<file path="config.mk">
export PLATFORM = sky130hd
export DESIGN_NAME = jtdd_vtiming
export DESIGN_NICKNAME = d
export VERILOG_FILES = /design/src/rtl/jtdd_vtiming_pkg.sv /design/src/rtl/jtdd_vtiming_dly.sv /design/src/rtl/jtdd_vtiming.sv
export SDC_FILE = /design/constraint.sdc
export NUM_CORES = 1
export LEC_CHECK = 0
export BUFFER_PORTS_ARGS = -buffer_cell sky130_fd_sc_hd__buf_2
export CORE_MARGIN = 1.5
export CORE_UTILIZATION = 55
export DETAILED_ROUTE_END_ITERATION = 8
export GPL_TIMING_DRIVEN = 0
export PLACE_DENSITY = 0.94
export SLEW_MARGIN = 10
export SYNTH_ARGS = -nofsm -noshare
export SYNTH_HDL_FRONTEND = slang
export SYNTH_HIERARCHICAL = 1
export SYNTH_SLANG_ARGS = --single-unit
</file>
<file path="constraint.sdc">
create_clock -name clk -period 6.1 [get_ports clk]
set_input_delay 0.61 -clock clk [delete_from_list [all_inputs] [get_ports clk]]
set_output_delay 0.61 -clock clk [all_outputs]
set_load 0.01 [all_outputs]
</file>
<file path="src/rtl/jtdd_vtiming_pkg.sv">
// Default Double Dragon raster timing constants and the wrap-aware window test
// shared by the timing generator.
package jtdd_vtiming_pkg;

    localparam int unsigned DD_HCNT_W   = 9;
    localparam int unsigned DD_VCNT_W   = 9;
    localparam int unsigned DD_HTOTAL   = 384;
    localparam int unsigned DD_HB_START = 256;
    localparam int unsigned DD_HB_END   = 0;
    localparam int unsigned DD_HS_START = 288;
    localparam int unsigned DD_HS_END   = 320;
    localparam int unsigned DD_VTOTAL   = 272;
    localparam int unsigned DD_VB_START = 240;
    localparam int unsigned DD_VB_END   = 8;
    localparam int unsigned DD_VS_START = 248;
    localparam int unsigned DD_VS_END   = 251;
    localparam int unsigned DD_BLK_DLY  = 3;
    localparam int unsigned DD_IRQ_N    = 2;

    // Window [s,e); s>e wraps through zero, s==e is an empty window.
    function automatic logic in_range(input int unsigned x, input int unsigned s,
                                      input int unsigned e);
        if (s < e)      return (x >= s) && (x < e);
        else if (s > e) return (x >= s) || (x < e);
        else            return 1'b0;
    endfunction

endpackage

</file>
<file path="src/rtl/jtdd_vtiming_dly.sv">
// Pixel-enable gated shift register used to line up blanking with the pixel pipeline.
// DLY=0 degenerates to a wire.
module jtdd_vtiming_dly #(
    parameter int unsigned DLY = 3
) (
    input  logic i_clk,
    input  logic i_rst_n,
    input  logic i_cen,
    input  logic i_d,
    output logic o_q
);

    if (DLY == 0) begin : g_bypass
        logic w_unused;
        assign w_unused = &{1'b0, i_clk, i_rst_n, i_cen};
        assign o_q = i_d;
    end else begin : g_shift
        logic [DLY-1:0] r_sh;

        always_ff @(posedge i_clk) begin
            if (!i_rst_n) begin
                r_sh <= '0;
            end else if (i_cen) begin
                r_sh <= DLY'({r_sh, i_d});
            end
        end

        assign o_q = r_sh[DLY-1];
    end

endmodule

</file>
<file path="src/rtl/jtdd_vtiming.sv">
// Parametrised raster timing generator with programmable line interrupts.
// Define JTDD_VTIMING_FRAMECNT_EN to add the 16-bit frame counter output.
module jtdd_vtiming
    import jtdd_vtiming_pkg::*;
#(
    parameter int unsigned HCNT_W   = DD_HCNT_W,
    parameter int unsigned VCNT_W   = DD_VCNT_W,
    parameter int unsigned HTOTAL   = DD_HTOTAL,
    parameter int unsigned HB_START = DD_HB_START,
    parameter int unsigned HB_END   = DD_HB_END,
    parameter int unsigned HS_START = DD_HS_START,
    parameter int unsigned HS_END   = DD_HS_END,
    parameter int unsigned VTOTAL   = DD_VTOTAL,
    parameter int unsigned VB_START = DD_VB_START,
    parameter int unsigned VB_END   = DD_VB_END,
    parameter int unsigned VS_START = DD_VS_START,
    parameter int unsigned VS_END   = DD_VS_END,
    parameter int unsigned BLK_DLY  = DD_BLK_DLY,
    parameter int unsigned IRQ_N    = DD_IRQ_N
) (
    input  logic                      clk,
    input  logic                      rst_n,
    input  logic                      pxl_cen,
    input  logic                      flip,
    input  logic [IRQ_N*VCNT_W-1:0]   irq_line,
    input  logic [IRQ_N-1:0]          irq_en,
    input  logic [IRQ_N-1:0]          irq_ack,
    output logic [HCNT_W-1:0]         hcnt,
    output logic [VCNT_W-1:0]         vcnt,
    output logic [7:0]                HPOS,
    output logic [7:0]                VPOS,
    output logic                      HBL,
    output logic                      VBL,
    output logic                      HS,
    output logic                      VS,
    output logic                      LHBL_dly,
    output logic                      LVBL_dly,
`ifdef JTDD_VTIMING_FRAMECNT_EN
    output logic [15:0]               frame_cnt,
`endif
    output logic [IRQ_N-1:0]          irq
);

    localparam logic [HCNT_W-1:0] HLAST = HCNT_W'(HTOTAL - 1);
    localparam logic [VCNT_W-1:0] VLAST = VCNT_W'(VTOTAL - 1);

    logic [HCNT_W-1:0] r_hcnt, w_hcnt_nx;
    logic [VCNT_W-1:0] r_vcnt, w_vcnt_nx;
    logic              r_hbl, r_vbl, r_hs, r_vs;
    logic [IRQ_N-1:0]  r_irq, w_irq_set;
    logic              w_hwrap, w_vwrap, w_line_cen;
    logic              w_lhbl, w_lvbl;

    assign w_hwrap    = (r_hcnt == HLAST);
    assign w_vwrap    = (r_vcnt == VLAST);
    assign w_line_cen = pxl_cen & w_hwrap;

    always_comb begin
        w_hcnt_nx = w_hwrap ? '0 : r_hcnt + 1'b1;
        w_vcnt_nx = r_vcnt;
        if (w_hwrap) w_vcnt_nx = w_vwrap ? '0 : r_vcnt + 1'b1;
    end

    // Blank/sync are decoded from the next count so they move together with it.
    always_ff @(posedge clk) begin
        if (!rst_n) begin
            r_hcnt <= '0;
            r_vcnt <= '0;
            r_hbl  <= 1'b1;
            r_vbl  <= 1'b1;
            r_hs   <= 1'b0;
            r_vs   <= 1'b0;
        end else if (pxl_cen) begin
            r_hcnt <= w_hcnt_nx;
            r_hbl  <= in_range(32'(w_hcnt_nx), HB_START, HB_END);
            r_hs   <= in_range(32'(w_hcnt_nx), HS_START, HS_END);
            if (w_hwrap) begin
                r_vcnt <= w_vcnt_nx;
                r_vbl  <= in_range(32'(w_vcnt_nx), VB_START, VB_END);
                r_vs   <= in_range(32'(w_vcnt_nx), VS_START, VS_END);
            end
        end
    end

    // Lines beyond VTOTAL never match since the counter never reaches them.
    always_comb begin
        w_irq_set = '0;
        for (int i = 0; i < IRQ_N; i++) begin
            w_irq_set[i] = w_line_cen && irq_en[i] &&
                           (w_vcnt_nx == irq_line[i*VCNT_W +: VCNT_W]);
        end
    end

    always_ff @(posedge clk) begin
        if (!rst_n) r_irq <= '0;
        else        r_irq <= w_irq_set | (r_irq & ~irq_ack);
    end

    assign w_lhbl = ~r_hbl;
    assign w_lvbl = ~r_vbl;

    jtdd_vtiming_dly #(.DLY(BLK_DLY)) u_lhbl_dly (
        .i_clk   (clk),
        .i_rst_n (rst_n),
        .i_cen   (pxl_cen),
        .i_d     (w_lhbl),
        .o_q     (LHBL_dly)
    );

    jtdd_vtiming_dly #(.DLY(BLK_DLY)) u_lvbl_dly (
        .i_clk   (clk),
        .i_rst_n (rst_n),
        .i_cen   (pxl_cen),
        .i_d     (w_lvbl),
        .o_q     (LVBL_dly)
    );

`ifdef JTDD_VTIMING_FRAMECNT_EN
    logic [15:0] r_frame;

    always_ff @(posedge clk) begin
        if (!rst_n)                   r_frame <= '0;
        else if (w_line_cen && w_vwrap) r_frame <= r_frame + 16'd1;
    end

    assign frame_cnt = r_frame;
`endif

    assign hcnt = r_hcnt;
    assign vcnt = r_vcnt;
    assign HPOS = r_hcnt[7:0] ^ {8{flip}};
    assign VPOS = r_vcnt[7:0] ^ {8{flip}};
    assign HBL  = r_hbl;
    assign VBL  = r_vbl;
    assign HS   = r_hs;
    assign VS   = r_vs;
    assign irq  = r_irq;

endmodule

</file>
Word-level counts from Yosys, hierarchy flattened
Cells that the tools add are included.
- bits in registers: 30
- latch bits: 0
- bits in writable memories: 0
- memory bits (read-only): 0
- input port bits: 26
- output and inout bits: 42
- memories kept: 0
- add/subtract/negate cells: 2
- $mul: 0
- div/mod/pow operators: 0
- magnitude comparators: 7
- equality and inequality tests: 4
- shift-type cells: 0
- mux-type cells: 3
- bitwise operators: 8
- reductions and logical operators: 8
- operators by type and width (cell ; count):
    two-way mux 9 bit ; 3
    adder 9 x 1 -> 9 bit, second input constant ; 2
    == test 9 bit ; 2
    == test 9 bit, second input constant ; 2
    >= comparator 9 x 8 -> 1 bit, second input constant ; 2
    >= comparator 9 bit, second input constant ; 2
    XOR 8 bit ; 2
    less-than comparator 9 x 4 -> 1 bit, second input constant ; 1
    less-than comparator 9 x 8 -> 1 bit, second input constant ; 1
    less-than comparator 9 bit, second input constant ; 1
    logical AND 1 bit ; 6
    AND 2 bit ; 1
    NOT 1 bit ; 2
    NOT 2 bit ; 1
    bitwise OR 2 bit ; 1
    AND reduction 2 bit ; 1
    AND 1 bit ; 1
    logical OR 1 bit ; 1

Logic depth before layout (Yosys ltp)
- word-level depth: 6
- depth in mapped cells: 9

Cells and area by module
Netlist, hierarchy kept.
- by module, submodules not included (module ; times used ; cells each ; area an instance (um2)):
    jtdd_vtiming ; 1 ; 252 ; 1946.9
    jtdd_vtiming_dly ; 2 ; 9 ; 108.9

Worst setup path before layout
Ideal clock, no wire load.
- path type: register to register
- from: register r_hcnt[0], in the netlist hcnt[0]
- to: register r_irq[0], in the netlist irq[0]
- setup time: 74 ps
- data arrival time: 2407 ps
- required time: 6026 ps
- setup slack: 3619 ps
- stages on the path, launching flop included: 10
- cell sequence: dfxtp_1 ha_1 nand4_1 clkbuf_1 or4_2 nand3_1 nand2_1 a221oi_1 o2111ai_1 o21ai_0
- longest elaborated chain between the ends: 5
- ends and longest elaborated chain (element ; RTL line ; RTL):
    start: declaration ; jtdd_vtiming.sv:47 ; logic [HCNT_W-1:0] r_hcnt, w_hcnt_nx;
    start signal: assignment ; jtdd_vtiming.sv:74 ; r_hcnt <= w_hcnt_nx;
    == test 9 bit (*) ; jtdd_vtiming.sv:54 ; assign w_hwrap = (r_hcnt == HLAST);
    two-way mux 9 bit / AND 1 bit (equally long branches) ; jtdd_vtiming.sv:61, jtdd_vtiming.sv:56 ;
    == test 9 bit / logical AND 1 bit (equally long branches) ; jtdd_vtiming.sv:90, jtdd_vtiming.sv:89 ;
    logical AND 1 bit (*) ; jtdd_vtiming.sv:89 ; w_irq_set[i] = w_line_cen && irq_en[i] &&
    bitwise OR 2 bit (*) ; jtdd_vtiming.sv:96 ; else r_irq <= w_irq_set | (r_irq & ~irq_ack);
    end signal: assignment ; jtdd_vtiming.sv:96 ;
    end: declaration ; jtdd_vtiming.sv:50 ; logic [IRQ_N-1:0] r_irq, w_irq_set;
Mark *: on every way between the ends. The rest lies on a longest branch, timed or not.
A chain may end at the register's enable or synchronous reset.

Final worst setup path
Same ends and word-level chain as after synthesis.

==> out/results.txt <==
FMAX = 324 MHz
number of port buffers = 66
Via Count = 2307
Setup TNS Final = 0 ns
Layout area overhead = 23.2%
largest net degree at the start of global routing = 14
Core ar. = 0.00372 mm^2
DR WL/cell = 15.0 um
Worst Hold Launch = VS
EDFF count, synth = 0
distinct cell type count of the synthesized netlist = 47
WP data required = 6.32 ns
layout cells sized above 1 = 0.271
final antenna-violating net count = 0
Seq/Total Area, Yosys = 0.277
# diodes = 0
CP bufs+invs = 1
clock network latency to the later pin of the worst-skew pair = 0.29 ns
critical path class = flop to flop
status = complete, no violations
Main synth FF type = dfxtp_1
# resized after CTS = 0
nets = 371
pre-CTS setup slack = 3.06 ns
RSZ-0062 raised after global routing = no
crit-path max cell delay = 0.71 ns
Rows = 22
Max transition margin = 0.526
Leakage = 1.15 nW
Worst Setup SP = hcnt[0]
Critical Path End Type = flop
Reg2Reg Depth = 9
Max IR drop VDD = 0.164 mV
die area = 0.00432 mm^2
Cell Area, Synth = 0.00216 mm^2
setup violators final = 0
DR DRC count = 0
async set-reset flop share out of synthesis = 0
GRT Total Usage = 0.283
initial core utilization = 0.582
worst r2r src = hcnt[0]
global-route wire length before repair = 9.20 mm
WHS Path Cells = 2
Hold Path Class = flop to flop
clock root buffer = clkbuf_8
Mapped Cells = 270
Slowest cell on crit path = or4_2
number of DRC markers in iteration 0 = 313
Tcrit/Tclk final = 0.506
most common cell after layout, fill and taps aside = buf_2
synth warn = 6
postcts setup bufs = 0
Slew @ Worst Pin = 0.711 ns
IO Count = 68
Setup WS post-layout = 3.02 ns
Final Max Slew Viols = 0
Finished Layout Cells = 391
post-synth net total = 298
initial antenna violation count = 0
First-pass DRT Iterations = 5
Syn Area/Cell = 8.02 um^2
Die X = 65.7 um
post-layout min period = 3.08 ns
final WL = 5.88 mm
vias in the first global route = 2032
Inst Count DP = 384
Avg Vias per Cell = 5.90
height of the die = 65.7 um
Hold Fails Final Rpt = 0
GPL Wtd Cong = 0.986
Cell Pwr Density = 173 mW/mm^2
CTS Sinks = 30
H-tree Lvls = 2
internal reg-to-reg setup slack = 3.02 ns
TritonCTS Buffers = 5
Remaining Overflow, GRT = 0
Max Fanout on Critical Path = 10
RR Endpoint = irq[0]
final HPWL from detailed placement = 4.28 mm
CP arrival = 3.30 ns
Reg clk slew, reported paths = 0.06 ns
family with the most delay on the worst path = simple AND/OR/NAND/NOR gates
worst path cell trace = ha_1 > nand4_1 > clkbuf_1 > or4_2 > nand3_1 > nand2_1 > a221oi_1 > o2111ai_1 > o21ai_0
Longest Clk Path Bufs = 2
hold_buf cts = 0
commonest non-fill, non-tap cells in the layout = buf_2 (68), dfxtp_1 (30), xor2_1 (28), nand2_1 (28), nor2_1 (21)
Setup crit start kind = flop
Hold EP = VS
clock skew = 0.00617 ns
maxcap violations = 0
FF+latch count, synth = 30
CTS tree = done
[worst min-delay path, stage by stage, from the launching register on]
cell	delay, ns
dfxtp_1	0.31
nand2_1	0.05
a21oi_1	0.05
[cells in the mapped netlist (2+ instances only)]
master | number | area [um^2]
a211oi_1 | 3 | 22.5
a21oi_1 | 13 | 65.1
and4_1 | 2 | 17.5
buf_2 | 2 | 10.0
buf_6 | 9 | 101
clkbuf_1 | 7 | 26.3
dfxtp_1 | 30 | 601
ha_1 | 2 | 25.0
inv_1 | 9 | 33.8
mux2i_1 | 10 | 100
nand2_1 | 28 | 105
nand3_1 | 9 | 45.0
nand3b_1 | 6 | 45.0
nand4_1 | 9 | 56.3
nor2_1 | 21 | 78.8
nor2b_1 | 8 | 50.1
nor3_1 | 7 | 35.0
nor3b_1 | 2 | 15.0
nor4_1 | 3 | 18.8
o2111ai_1 | 3 | 26.3
o21ai_0 | 17 | 85.1
o22ai_1 | 2 | 12.5
o311ai_0 | 2 | 17.5
or3_1 | 5 | 31.3
xnor2_1 | 12 | 105
xor2_1 | 28 | 245
[layer usage]
metal  track usage  vias up  part of all wire
met5             0        -                 0
met2         0.461      137              0.48
met3        0.0771       21             0.094
li1              -     1091                 -
met1         0.338     1058              0.40
met4         0.146        0             0.028
[sequential cells by signal, indices dropped and copies added, names as in the netlist, 2 cells and up]
name and flops:
u_lhbl_dly/g_shift.r_sh 3, irq 2, hcnt 9, u_lvbl_dly/g_shift.r_sh 3, vcnt 9
[final cells by class]
cell class	count	area (um^2)
Tap cell	48	60.1
Inverter	9	33.8
Timing Repair Buffer	66	330
Fill cell	297	1050
Clock buffer	6	82.6
Buffer	20	156
Sequential cell	30	601
Multi-Input combinational cell	211	1370
Clock inverter	1	30.0
[through the flow]
| step | hold slack [ns] | power, W | util | instance area (um^2) |
|---|---|---|---|---|
| floorplan | 0.476 | 0.000233 | - | 2160 |
| global placement | 0.441 | 0.000256 | 0.688 | 2550 |
| detailed placement | 0.455 | 0.000258 | 0.688 | 2550 |
| CTS | 0.462 | 0.000463 | 0.718 | 2670 |
| global route | 0.478 | 0.000478 | 0.718 | 2670 |
| finish | 0.462 | 0.000461 | 0.718 | 2670 |
[how the worst max path moves through the flow]
stage	slack (ns)	depth (start not counted)	endpoint
finish	3.02	9	irq[0]
global route	2.81	9	irq[0]
CTS	3.05	9	irq[0]
detailed placement	3.06	9	irq[0]
global placement	3.18	9	irq[0]
floorplan	3.62	9	irq[0]
[cells by family after synthesis]
group | share of synthesized area
compound gates | 0.147
xor+xnor | 0.162
fa+ha+maj | 0.0116
buf+inv | 0.0879
flops | 0.277
mux | 0.0514
simple gates | 0.262
[report_power, final]
| part | total [W] | internal, W | switching (W) |
|---|---|---|---|
| Sequential | 0.000201 | 0.000198 | 0.00000281 |
| Combinational | 0.0000526 | 0.0000240 | 0.0000286 |
| Clock | 0.000208 | 0.000130 | 0.0000771 |
| Total | 0.000461 | 0.000353 | 0.000109 |
Power figures use the tool's default switching activity.
